$ cat src/rtl/sqemux_sel_seq_if.sv
// Select-request and source-enable bundle between the QCK control logic and the
// clock-select sequencer.
interface sqemux_sel_seq_if #(
  parameter int unsigned N_SRC = 4,
  parameter int unsigned SEL_W = $clog2(N_SRC)
);
  logic [SEL_W-1:0] SEL_REQ;
  logic             REQ_VLD;
  logic             REQ_RDY;
  logic             DYNEN;
  logic             SEN;
  logic             DEN;
  logic [N_SRC-1:0] SRC_EN;
  logic [SEL_W-1:0] SEL_CUR;
  logic             BUSY;
  logic             DONE;
  logic             ERR;

  modport master (
    output SEL_REQ, REQ_VLD, DYNEN, SEN, DEN,
    input  REQ_RDY, SRC_EN, SEL_CUR, BUSY, DONE, ERR
  );

  modport slave (
    input  SEL_REQ, REQ_VLD, DYNEN, SEN, DEN,
    output REQ_RDY, SRC_EN, SEL_CUR, BUSY, DONE, ERR
  );
endinterface

$ cat src/rtl/sqemux_sel_seq.sv
// N-source clock-select sequencer: break-before-make switching of one-hot source
// enables, with a registered static/force-disable gate on the enable outputs.
module sqemux_sel_seq #(
  parameter int unsigned N_SRC   = 4,
  parameter int unsigned SEL_W   = $clog2(N_SRC),
  parameter int unsigned GAP     = 2,
  parameter int unsigned RST_SRC = 0
) (
  input  logic             QCK,
  input  logic             QRN,
  sqemux_sel_seq_if.slave  bus
);

  localparam int unsigned CNT_W = (GAP > 1) ? $clog2(GAP) : 1;
  localparam logic [SEL_W:0]   N_LIM  = (SEL_W+1)'(N_SRC);
  localparam logic [N_SRC-1:0] RST_OH = N_SRC'(1) << RST_SRC;

  if (GAP < 1) begin : g_bad_gap
    $error("sqemux_sel_seq: GAP must be at least 1");
  end
  if (RST_SRC >= N_SRC) begin : g_bad_rst_src
    $error("sqemux_sel_seq: RST_SRC must be below N_SRC");
  end

  typedef enum logic [1:0] {
    IDLE  = 2'd0,
    DRAIN = 2'd1,
    ARM   = 2'd2
  } state_t;

  state_t           state_q, state_d;
  logic [CNT_W-1:0] cnt_q, cnt_d;
  logic [SEL_W-1:0] tgt_q, tgt_d;
  logic [SEL_W-1:0] cur_q, cur_d;
  logic [N_SRC-1:0] en_q, en_d;
  logic             gate_q, gate_d;
  logic             done_q, done_d;
  logic             err_q, err_d;

  logic rdy_c;
  logic accept_c;
  logic bad_sel_c;

  assign rdy_c     = bus.DYNEN & (state_q == IDLE);
  assign accept_c  = bus.REQ_VLD & rdy_c;
  assign bad_sel_c = {1'b0, bus.SEL_REQ} >= N_LIM;

  // Next-state: enables drop to zero on accept and the new source arms after GAP dead cycles.
  always_comb begin
    state_d = state_q;
    cnt_d   = cnt_q;
    tgt_d   = tgt_q;
    cur_d   = cur_q;
    en_d    = en_q;
    done_d  = 1'b0;
    err_d   = 1'b0;
    gate_d  = bus.SEN & ~bus.DEN;

    unique case (state_q)
      IDLE: begin
        if (accept_c) begin
          if (bad_sel_c) begin
            err_d = 1'b1;
          end else if (bus.SEL_REQ == cur_q) begin
            done_d = 1'b1;
          end else begin
            tgt_d   = bus.SEL_REQ;
            en_d    = '0;
            cnt_d   = CNT_W'(GAP - 1);
            state_d = DRAIN;
          end
        end
      end
      DRAIN: begin
        if (cnt_q == '0) begin
          state_d = ARM;
        end else begin
          cnt_d = cnt_q - CNT_W'(1);
        end
      end
      ARM: begin
        en_d    = N_SRC'(1) << tgt_q;
        cur_d   = tgt_q;
        done_d  = 1'b1;
        state_d = IDLE;
      end
      default: state_d = IDLE;
    endcase
  end

  always_ff @(posedge QCK or negedge QRN) begin
    if (!QRN) begin
      state_q <= IDLE;
      cnt_q   <= '0;
      tgt_q   <= SEL_W'(RST_SRC);
      cur_q   <= SEL_W'(RST_SRC);
      en_q    <= RST_OH;
      gate_q  <= 1'b0;
      done_q  <= 1'b0;
      err_q   <= 1'b0;
    end else begin
      state_q <= state_d;
      cnt_q   <= cnt_d;
      tgt_q   <= tgt_d;
      cur_q   <= cur_d;
      en_q    <= en_d;
      gate_q  <= gate_d;
      done_q  <= done_d;
      err_q   <= err_d;
    end
  end

  // Ready is held low while reset is asserted even though the FSM rests in IDLE.
  assign bus.REQ_RDY = rdy_c & QRN;
  assign bus.SRC_EN  = en_q & {N_SRC{gate_q}};
  assign bus.SEL_CUR = cur_q;
  assign bus.BUSY    = (state_q != IDLE);
  assign bus.DONE    = done_q;
  assign bus.ERR     = err_q;

endmodule

$ cat src/flat_wrapper.sv
// flat-port wrapper written by rule: the top's interface ports become plain ports
module sqemux_sel_seq_flat 
#(
  parameter int unsigned N_SRC   = 4,
  parameter int unsigned SEL_W   = $clog2(N_SRC),
  parameter int unsigned GAP     = 2,
  parameter int unsigned RST_SRC = 0
)
  (QCK, QRN, bus_SEL_REQ, bus_REQ_VLD, bus_DYNEN, bus_SEN, bus_DEN, bus_REQ_RDY, bus_SRC_EN, bus_SEL_CUR, bus_BUSY, bus_DONE, bus_ERR);
  sqemux_sel_seq_if #(.N_SRC(N_SRC), .SEL_W(SEL_W)) bus_i ();
  input  logic QCK;
  input  logic QRN;
  input wire logic [$bits(bus_i.SEL_REQ)-1:0] bus_SEL_REQ;
  input wire logic [$bits(bus_i.REQ_VLD)-1:0] bus_REQ_VLD;
  input wire logic [$bits(bus_i.DYNEN)-1:0] bus_DYNEN;
  input wire logic [$bits(bus_i.SEN)-1:0] bus_SEN;
  input wire logic [$bits(bus_i.DEN)-1:0] bus_DEN;
  output wire logic [$bits(bus_i.REQ_RDY)-1:0] bus_REQ_RDY;
  output wire logic [$bits(bus_i.SRC_EN)-1:0] bus_SRC_EN;
  output wire logic [$bits(bus_i.SEL_CUR)-1:0] bus_SEL_CUR;
  output wire logic [$bits(bus_i.BUSY)-1:0] bus_BUSY;
  output wire logic [$bits(bus_i.DONE)-1:0] bus_DONE;
  output wire logic [$bits(bus_i.ERR)-1:0] bus_ERR;
  assign bus_i.SEL_REQ = bus_SEL_REQ;
  assign bus_i.REQ_VLD = bus_REQ_VLD;
  assign bus_i.DYNEN = bus_DYNEN;
  assign bus_i.SEN = bus_SEN;
  assign bus_i.DEN = bus_DEN;
  assign bus_REQ_RDY = bus_i.REQ_RDY;
  assign bus_SRC_EN = bus_i.SRC_EN;
  assign bus_SEL_CUR = bus_i.SEL_CUR;
  assign bus_BUSY = bus_i.BUSY;
  assign bus_DONE = bus_i.DONE;
  assign bus_ERR = bus_i.ERR;
  sqemux_sel_seq #(.N_SRC(N_SRC), .SEL_W(SEL_W), .GAP(GAP), .RST_SRC(RST_SRC)) u_core (.QCK(QCK), .QRN(QRN), .bus(bus_i));
endmodule
$ cat config.mk
export PLATFORM = sky130hd
export DESIGN_NAME = sqemux_sel_seq_flat
export DESIGN_NICKNAME = d
export VERILOG_FILES = /design/src/rtl/sqemux_sel_seq_if.sv /design/src/rtl/sqemux_sel_seq.sv /design/src/flat_wrapper.sv
export SDC_FILE = /design/constraint.sdc
export NUM_CORES = 1
export LEC_CHECK = 0
export CORE_MARGIN = 2
export CORE_UTILIZATION = 44
export DETAILED_ROUTE_END_ITERATION = 7
export PLACE_DENSITY = 0.79
export SYNTH_ARGS = -nofsm -noshare
export SYNTH_HDL_FRONTEND = slang
export SYNTH_SLANG_ARGS = --single-unit
$ cat constraint.sdc
create_clock -name QCK -period 1.4 [get_ports QCK]
set_input_delay 0.28 -clock QCK [delete_from_list [all_inputs] [get_ports QCK]]
set_output_delay 0.28 -clock QCK [all_outputs]
set_load 0.01 [all_outputs]
Word level (Yosys, flattened, before mapping):

Cells that the tools add are included.

* add/subtract/negate cells: 1
* equal/unequal tests: 6
* shift operators: 1
* mux-type cells: 14
* bitwise gates (word level): 7
* reductions and logical operators: 8

Operators with widths (number)
* 3-bit AND reduction: 4
* 4-bit two-way mux: 2
* 4-bit one-hot mux with 2 select lines: 1
* 2-bit two-way mux: 3
* 2-bit nonzero test: 3
* 1-bit two-way mux: 5
* 1-bit AND: 4
* 4-bit AND: 1
* 2-bit != test, second input constant: 2
* 1-bit one-hot mux with 2 select lines: 2
* 2-bit one-hot mux with 2 select lines: 1
* 1-bit by 2-bit << shifter with 4-bit output, first input constant: 1
* 2-bit by 1-bit == test with 1-bit output, second input constant: 1
* 2-bit == test: 1
* 2-bit == test, second input constant: 1
* 2-bit zero test: 1
* 2-bit by 1-bit != test with 1-bit output, second input constant: 1
* 1-bit NOT: 2
* 1-bit subtractor, second input constant: 1

* register bits: 13
* input bits: 8
* logic and storage cells: 44

Logic depth before layout (Yosys ltp):

Gate-level depths: netlist (run 1).

* depth in word-level cells: 5
* depth in mapped cells: 4
* depth with buffers taken out: 3

Least setup slack after synthesis (run 1):

Ideal clock, no wire load.

* path kind: reg2reg
* start point: register u_core.cur_q[0] (netlist: u_core.bus.SEL_CUR[0])
* end point: register u_core.tgt_q[0]
* library setup time: 0.125 ns
* arrival time: 1.160 ns
* setup slack: 0.114 ns
* stages on the path, launching flop included: 4
* period minus slack after synthesis: 1.286 ns
* cell sequence: dfrtp_1 xnor2_1 a21oi_4 mux2_4

* word-level cells in the longest chain between the ends: 3

Ends and longest elaborated chain
* start: declaration: line sqemux_sel_seq.sv:34 `logic [SEL_W-1:0] cur_q, cur_d;`
* start signal: assignment: line sqemux_sel_seq.sv:96 `cur_q <= SEL_W'(RST_SRC);`
* start signal: assignment: line sqemux_sel_seq.sv:105 `cur_q <= cur_d;`
* 2-bit == test: line sqemux_sel_seq.sv:64 `end else if (bus.SEL_REQ == cur_q) begin`
* 1-bit NOT (no line)
* 3-bit AND reduction (no line)
* end signal: assignment: line sqemux_sel_seq.sv:95 `tgt_q <= SEL_W'(RST_SRC);`
* end signal: assignment: line sqemux_sel_seq.sv:104 `tgt_q <= tgt_d;`
* end: declaration: line sqemux_sel_seq.sv:33 `logic [SEL_W-1:0] tgt_q, tgt_d;`

No other way between the ends.
A chain may end at the register's enable or synchronous reset.

Worst setup path after layout (run 1):

* start point: register u_core.state_q[1]
* end point: output port bus_REQ_RDY

* word-level cells in the longest chain between the ends: 3

Ends and longest elaborated chain
* start: declaration: line sqemux_sel_seq.sv:31 `state_t state_q, state_d;`
* start signal: assignment: line sqemux_sel_seq.sv:102 `state_q <= state_d;`
* 2-bit zero test: line sqemux_sel_seq.sv:44 `assign rdy_c = bus.DYNEN & (state_q == IDLE);`
* 1-bit AND: line sqemux_sel_seq.sv:44
* 1-bit AND: line sqemux_sel_seq.sv:114 `assign bus.REQ_RDY = rdy_c & QRN;`
* end: declaration: line flat_wrapper.sv:18 `output wire logic [$bits(bus_i.REQ_RDY)-1:0] bus_REQ_RDY;`

No other way between the ends.

==> metrics, run 1 <==
result of the run finished with violations; failing checks setup timing; area used by multi-input combinational logic 272 sq um; cell area after layout 872 sq um; synthesized-area fraction occupied by ao, oa, aoi and oai cells 13.8%; gr ovfl total 0; antenna viol nets, final 0; area growth from synthesis to layout 45.5%; clock tree from TritonCTS built; Max-cap violations 0; sum of routed wire segments on met1 539 um; GP Congestion 0.695; sort of element at the end of the critical path output port; Worst VDD drop 0.00100 V; sequential share of the synthesized area 54.5%; Final Hold Viols 0; first-pass GRT wire length 2.01 mm; crit path launch type register; placed cell areas 826 sq um; final worst-path cycle share 101%; std cell rows 13; Combinational Power Share 48.1%; launch point of the worst reg-to-reg path u_core.state_q[1]$_DFFE_PN0P_; proportion of netlist area held by the largest area contributor 50.1%; Die Y 40.9 um; estimated wirelength of the detail-placed design 836 um; share of synthesized cell area in and, or, nand and nor gates 19.2%; Worst Slack Setup Final -0.0197 ns; post-placement worst setup slack -0.359 ns; WP buf/inv 1; average wire length per cell after detail routing 13.6 um; post-detailed-route via-to-cell ratio 4.98; vias in the first global route 460; clock-pin transition on the worst setup and hold timing paths 0.07 ns; gate count of the mapped netlist 52; length of the first detailed-routing pass in iterations 4; Final Max Slew Viols 0; net count after synthesis 60; highest metal layer used by the detailed router met4; post-synthesis cell type with the largest combined area sky130_fd_sc_hd__dfrtp_1; Distinct cells, synth 20; cell with the biggest individual delay on the critical path sky130_fd_sc_hd__dfrtp_1; Pint 1.08 mW; part of the total power dissipated in the clock network 13.7%; worst path cell trace or2_4 > nor2_4 > buf_6; die area 1670 sq um; # DRC 0; Sinks on Clock Net 13; final hold slack 0.403 ns; power density of the placed cells 1910 nW/um^2; Post-layout nets 89; register share of total power 38.2%; adder-cell area share of the yosys netlist 0%; combinational family with the most area after synthesis simple AND/OR/NAND/NOR gates; reg-to-reg setup timing slack -0.01 ns; top area cells in the synthesized netlist sky130_fd_sc_hd__dfrtp_1, sky130_fd_sc_hd__o32ai_1, sky130_fd_sc_hd__mux2_4; number of synthesized register bits 13; number of diodes 0; clock tree buffer depth 2; Max Clock Freq 0.704 GHz; netlist area before placement 599 sq um; DR vias 473; biggest cell delay along the critical path 0.39 ns; post-placement cell count 89; mean instance size in the synthesized netlist 11.5 sq um; maximum fanout along the worst path 2; post-route minimum period 1.42 ns; drt initial violations 19; xor and xnor fraction of the mapped netlist area 2.92%; switching component of the power 0.585 mW; Hold Crit Class input port to async pin; I/O Buffers 16; RSZ-0062 raised after global routing true; count of warnings emitted by yosys 0; maximum number of pins on one net before global-route repair 14; antenna violations before repair 0; cell family with the largest share of critical-path delay flip-flops; number of hold buffers added after cts 0; switching portion of total power 35.1%; Final Setup Violations 3; Top-Level Pins 18; TritonCTS buffer count 3; length of routed met3 wiring 69 um; clock root buffer sky130_fd_sc_hd__clkbuf_4; number of fillers in the final layout 100; total power draw 1.67 mW; drt total wl 1.29 mm; overall fraction of global-route tracks in use 19.5%; Die Width 40.9 um; fraction of layout cells with a size suffix above 1 35.0%; placeable core area 1280 sq um; skew final 0.000867 ns; mux cell area share after synthesis 5.01%; count of placed standard cells in the final layout, fillers left out 95; Leak 0.414 nW; Clock H-tree levels 1; required time reported for the critical path endpoint 1.12 ns; crit path DAT 1.14 ns; insertion delay to the later sink of the worst-skew pair 0.27 ns; sequential cell area 327 sq um; detailed route wirelength on metal2 659 um; initial core utilization 46.6%; Setup CP Type register to output port; launching element of the worst setup path u_core.state_q[1]$_DFFE_PN0P_
## registers in the layout (all words and copies together), names as in the netlist
register            cells
u_core.bus.DONE         1
u_core.cnt_q            1
u_core.en_q             4
u_core.bus.SEL_CUR      2
u_core.state_q          2
u_core.gate_q           1
u_core.tgt_q            2
## synth_stat cells
master and instances:
sky130_fd_sc_hd__nand2_1 8, sky130_fd_sc_hd__inv_1 3, sky130_fd_sc_hd__o32ai_1 4, sky130_fd_sc_hd__mux2_4 2
sky130_fd_sc_hd__buf_4 1, sky130_fd_sc_hd__and2_1 4, sky130_fd_sc_hd__nor2b_1 1, sky130_fd_sc_hd__nand4bb_4 1
sky130_fd_sc_hd__nor2_1 2, sky130_fd_sc_hd__or2_2 1, sky130_fd_sc_hd__dfrtp_1 12, sky130_fd_sc_hd__buf_2 1
sky130_fd_sc_hd__conb_1 1, sky130_fd_sc_hd__nand2b_1 2, sky130_fd_sc_hd__o21bai_1 1, sky130_fd_sc_hd__dfstp_2 1
sky130_fd_sc_hd__o21ai_0 3, sky130_fd_sc_hd__a21oi_4 1, sky130_fd_sc_hd__xnor2_1 2, sky130_fd_sc_hd__a21o_2 1
## cells in the final DEF (no fill, tap or decap)
cell and instances:
sky130_fd_sc_hd__clkbuf_1 1, sky130_fd_sc_hd__nand2_2 1, sky130_fd_sc_hd__clkdlybuf4s50_1 7, sky130_fd_sc_hd__clkbuf_4 3, sky130_fd_sc_hd__dlygate4sd2_1 3, sky130_fd_sc_hd__nor2_4 1, sky130_fd_sc_hd__nand2_1 7, sky130_fd_sc_hd__o32ai_1 4
sky130_fd_sc_hd__xnor2_2 1, sky130_fd_sc_hd__or2_4 1, sky130_fd_sc_hd__buf_4 10, sky130_fd_sc_hd__nor2_1 1, sky130_fd_sc_hd__conb_1 1, sky130_fd_sc_hd__dfrtp_1 12, sky130_fd_sc_hd__nand4bb_4 1, sky130_fd_sc_hd__nand2b_2 1
sky130_fd_sc_hd__and2_1 4, sky130_fd_sc_hd__nand2b_1 1, sky130_fd_sc_hd__o21ai_0 3, sky130_fd_sc_hd__dfstp_2 1, sky130_fd_sc_hd__buf_2 3, sky130_fd_sc_hd__inv_1 3, sky130_fd_sc_hd__buf_6 1, sky130_fd_sc_hd__nor2b_1 1
sky130_fd_sc_hd__clkdlybuf4s15_1 2, sky130_fd_sc_hd__xnor2_1 1, sky130_fd_sc_hd__o21bai_1 1, sky130_fd_sc_hd__a21oi_4 1, sky130_fd_sc_hd__mux2_4 2, sky130_fd_sc_hd__a21o_2 1
## cell families (layout without fill, tap and decap cells)
family,Yosys count,after routing
AND/OR/NAND/NOR,19,19
flip-flops,13,13
AO/OA/AOI/OAI,10,10
buffers and inverters,5,33
XOR/XNOR,2,2
multiplexers,2,2
other,1,1
## metal layers
layer	track usage, %	vias to the layer above
li1	-	229
met1	24.8	222
met2	30.1	18
met3	4.89	4
met4	10.0	0
met5	0	-
## power by group through the flow
stage               logic [mW]  clock network [mW]  registers (mW)
global route             0.875               0.246           0.664
finish                   0.802               0.228           0.637
global placement         0.743                   0           0.630
CTS                      0.737               0.238           0.630
detailed placement       0.766                   0           0.640
floorplan                0.399                   0           0.647
## worst paths after layout
kind                                                 end  cells after the start
hold reg to reg            u_core.state_q[1]$_DFFE_PN0P_                      1
hold / removal               u_core.tgt_q[0]$_DFFE_PN0P_                      2
max in group asynchronous     u_core.en_q[0]$_DFFE_PN1P_                      2
setup reg to reg             u_core.tgt_q[1]$_DFFE_PN0P_                      4
setup / recovery                             bus_REQ_RDY                      3
min in group QCK           u_core.state_q[1]$_DFFE_PN0P_                      1
## final cells by class
type	instances	area share (%)
Multi-Input combinational cell	34	31.1
Clock buffer	4	3.01
Sequential cell	13	37.4
Inverter	3	1.29
Tap cell	15	2.15
Timing Repair Buffer	26	25.0
## what timing repair did
action / CTS / global route
endpoints found under the setup margin: 11 / 9
gates resized for setup: 21 / 9
buffers inserted: 3 / 1
hold endpoints to repair: 0 / 0
pin swaps: 2 / 2
## per-stage QoR
| stage | utilization, % | TNS (ns) |
|---|---|---|
| 6_report | 67.9 | -0.0464 |
| 2_1_floorplan | - | 0 |
| 5_1_grt | 67.9 | -0.109 |
| 4_1_cts | 66.0 | -0.0715 |
| 3_3_place_gp | 64.3 | -1.78 |
| 3_5_place_dp | 64.3 | -1.96 |
(Power assumes the default switching activity.)
==> run 2, diff against run 1 <==
--- a/config.mk
+++ b/config.mk
@@ -8,6 +8,7 @@
 export CORE_MARGIN = 2
 export CORE_UTILIZATION = 44
 export DETAILED_ROUTE_END_ITERATION = 7
+export GPL_TIMING_DRIVEN = 0
 export PLACE_DENSITY = 0.79
 export SYNTH_ARGS = -nofsm -noshare
 export SYNTH_HDL_FRONTEND = slang
==> metrics, run 2 (synthesis results as in run 1) <==
Pint 1.01 mW (-6.5%); post-detailed-route via-to-cell ratio 4.94 (-0.86%); biggest cell delay along the critical path 0.38 ns (about the same); Max-cap violations 0 (unchanged); Die Width 40.9 um (unchanged); part of the total power dissipated in the clock network 14.4% (+0.7 points); Clock H-tree levels 1 (unchanged); number of fillers in the final layout 116 (+16%); drt total wl 1.09 mm (-16%); RSZ-0062 raised after global routing true; post-route core utilization 65.0% (-2.8 points); fraction of layout cells with a size suffix above 1 29.1% (-5.9 points); post-placement cell count 83 (-6.7%); power density of the placed cells 1830 nW/um^2 (-4.2%); clock-pin transition on the worst setup and hold timing paths 0.07 ns (about the same); drt initial violations 8 (-11); number of diodes 0 (unchanged); register share of total power 41.3% (+3.1 points); die area 1670 sq um (unchanged); Fin Setup TNS -0.0439 ns (+0.00252 ns); Post-layout nets 88 (-1.1%); Final Hold Viols 0 (unchanged); initial core utilization 46.6% (unchanged); DR vias 464 (-1.9%); Worst Slack Setup Final -0.0253 ns (-0.00557 ns); switching component of the power 0.519 mW (-11%); launching element of the worst setup path u_core.state_q[1]$_DFFE_PN0P_; total power draw 1.53 mW (-8.2%); TritonCTS buffer count 3 (unchanged); Largest register FFs 4 (unchanged); area growth from synthesis to layout 39.5%; vias in the first global route 405 (-12%); register with the highest flop count u_core.en_q; antenna viol nets, final 0 (unchanged); maximum fanout along the worst path 6 (+4); capturing element of the worst setup path u_core.tgt_q[0]$_DFFE_PN0P_; cell area after layout 836 sq um (-4.2%); final hold slack 0.0711 ns (-0.332 ns); Setup CP Type register to register; length of the first detailed-routing pass in iterations 4 (unchanged); Top-Level Pins 18 (unchanged); commonest non-fill, non-tap cell in the layout sky130_fd_sc_hd__dfrtp_1; placed cell areas 778 sq um (-5.8%); placeable core area 1280 sq um (unchanged); crit path launch type register; Die Y 40.9 um (unchanged); maximum number of pins on one net before global-route repair 11 (-3); count of placed standard cells in the final layout, fillers left out 94 (-1.1%); std cell rows 13 (unchanged); crit path DAT 1.58 ns (+0.44 ns); first-pass GRT wire length 1.66 mm (-17%); gr ovfl total 0 (unchanged); clock tree buffer depth 2 (unchanged); antenna violations before repair 0 (unchanged); launch point of the worst reg-to-reg path u_core.state_q[1]$_DFFE_PN0P_; Leak 0.405 nW (-2.2%); reg-to-reg setup timing slack -0.03 ns (-0.02 ns); result of the run finished with violations; clock root buffer sky130_fd_sc_hd__clkbuf_4; post-placement worst setup slack -0.805 ns (-0.446 ns); Combinational Power Share 44.2% (-3.9 points); estimated wirelength of the detail-placed design 750 um (-10%); length in cells of the worst reg-to-reg path 4 (unchanged); Worst VDD drop 0.000970 V (-3.1%); GP Congestion 0.779 (+12%); reg2reg end u_core.tgt_q[0]$_DFFE_PN0P_; # DRC 0 (unchanged); skew final 0.00432 ns (+0.00346 ns); Hold Crit Class input port to async pin; Sinks on Clock Net 13 (unchanged); overall fraction of global-route tracks in use 16.0% (-3.5 points); Final Max Slew Viols 0 (unchanged); switching portion of total power 33.9% (-1.2 points); Max Clock Freq 0.702 GHz (-0.39%); commonest non-fill, non-tap cells in the layout sky130_fd_sc_hd__dfrtp_1, sky130_fd_sc_hd__nand2_1, sky130_fd_sc_hd__buf_2, sky130_fd_sc_hd__buf_4, sky130_fd_sc_hd__clkdlybuf4s50_1; post-route minimum period 1.43 ns (+0.00557 ns); Final Setup Violations 2 (-1); sort of element at the end of the critical path register; cell with the biggest individual delay on the critical path sky130_fd_sc_hd__dfrtp_1; required time reported for the critical path endpoint 1.55 ns (+0.43 ns); average wire length per cell after detail routing 11.6 um (-15%); final worst-path cycle share 102% (+0.40 points); failing checks setup timing; clock tree from TritonCTS built; worst path cell trace buf_4 > nand4bb_4 > a21oi_4 > mux2_4; insertion delay to the later sink of the worst-skew pair 0.27 ns (about the same); I/O Buffers 16 (unchanged)
## run 2: changes by cell type in the layout (fill, tap and decap cells not counted), sizes merged
cell / change
clkdlybuf4s50: -1
dlygate4sd3: +2
clkdlybuf4s15: -1
buf: -2
dlygate4sd2: +1
## run 2: worst max-delay path, delay by kind of cell, from the launching register on
family,cells,cell delay (ns)
DFF,1,0.38
and+or+nand+nor,1,0.23
muxes,1,0.32
AOI/OAI and AO/OA,1,0.24
buffers and inverters,1,0.14
## run 2: timing repair
action	CTS	global route
setup endpoints to repair	9	4
pin swaps	2	1
gates resized for setup	27	1
hold buffers	2	0
buffers inserted	3	2
endpoints found under the hold margin	6	0
## run 2: routing by layer
| layer | wire [um] | track usage, % | share of wire [%] |
|---|---|---|---|
| met4 | 0 | 10.0 | 0 |
| met3 | 64 | 4.89 | 5.9 |
| met5 | 0 | 0 | 0 |
| met1 | 525 | 22.3 | 48 |
| met2 | 499 | 21.1 | 46 |
## run 2: worst min path at each step
stage | endpoint | slack (ns)
2_1_floorplan | u_core.bus.DONE$_DFF_PN0_ | -0.02
3_3_place_gp | u_core.state_q[1]$_DFFE_PN0P_ | 0.43
3_5_place_dp | u_core.state_q[1]$_DFFE_PN0P_ | 0.44
4_1_cts | u_core.en_q[0]$_DFFE_PN1P_ | 0.06
5_1_grt | u_core.en_q[0]$_DFFE_PN1P_ | 0.06
6_report | u_core.en_q[0]$_DFFE_PN1P_ | 0.07
## run 2: area by class of cell
type	count	area (sq um)	share of cell area, %
Clock buffer	4	26.3	3.14
Buffer	2	12.5	1.50
Multi-Input combinational cell	34	251	30.1
Timing Repair Buffer	23	189	22.6
Inverter	3	11.3	1.35
Tap cell	15	18.8	2.25
Sequential cell	13	327	39.1
## run 2: power groups by stage
| stage | sequential, mW | clock, mW | combinational, mW |
|---|---|---|---|
| after detailed placement | 0.650 | 0 | 0.653 |
| after floorplan | 0.647 | 0 | 0.399 |
| after CTS | 0.631 | 0.231 | 0.646 |
| final | 0.633 | 0.221 | 0.676 |
| after global placement | 0.643 | 0 | 0.640 |
| after global routing | 0.660 | 0.246 | 0.751 |
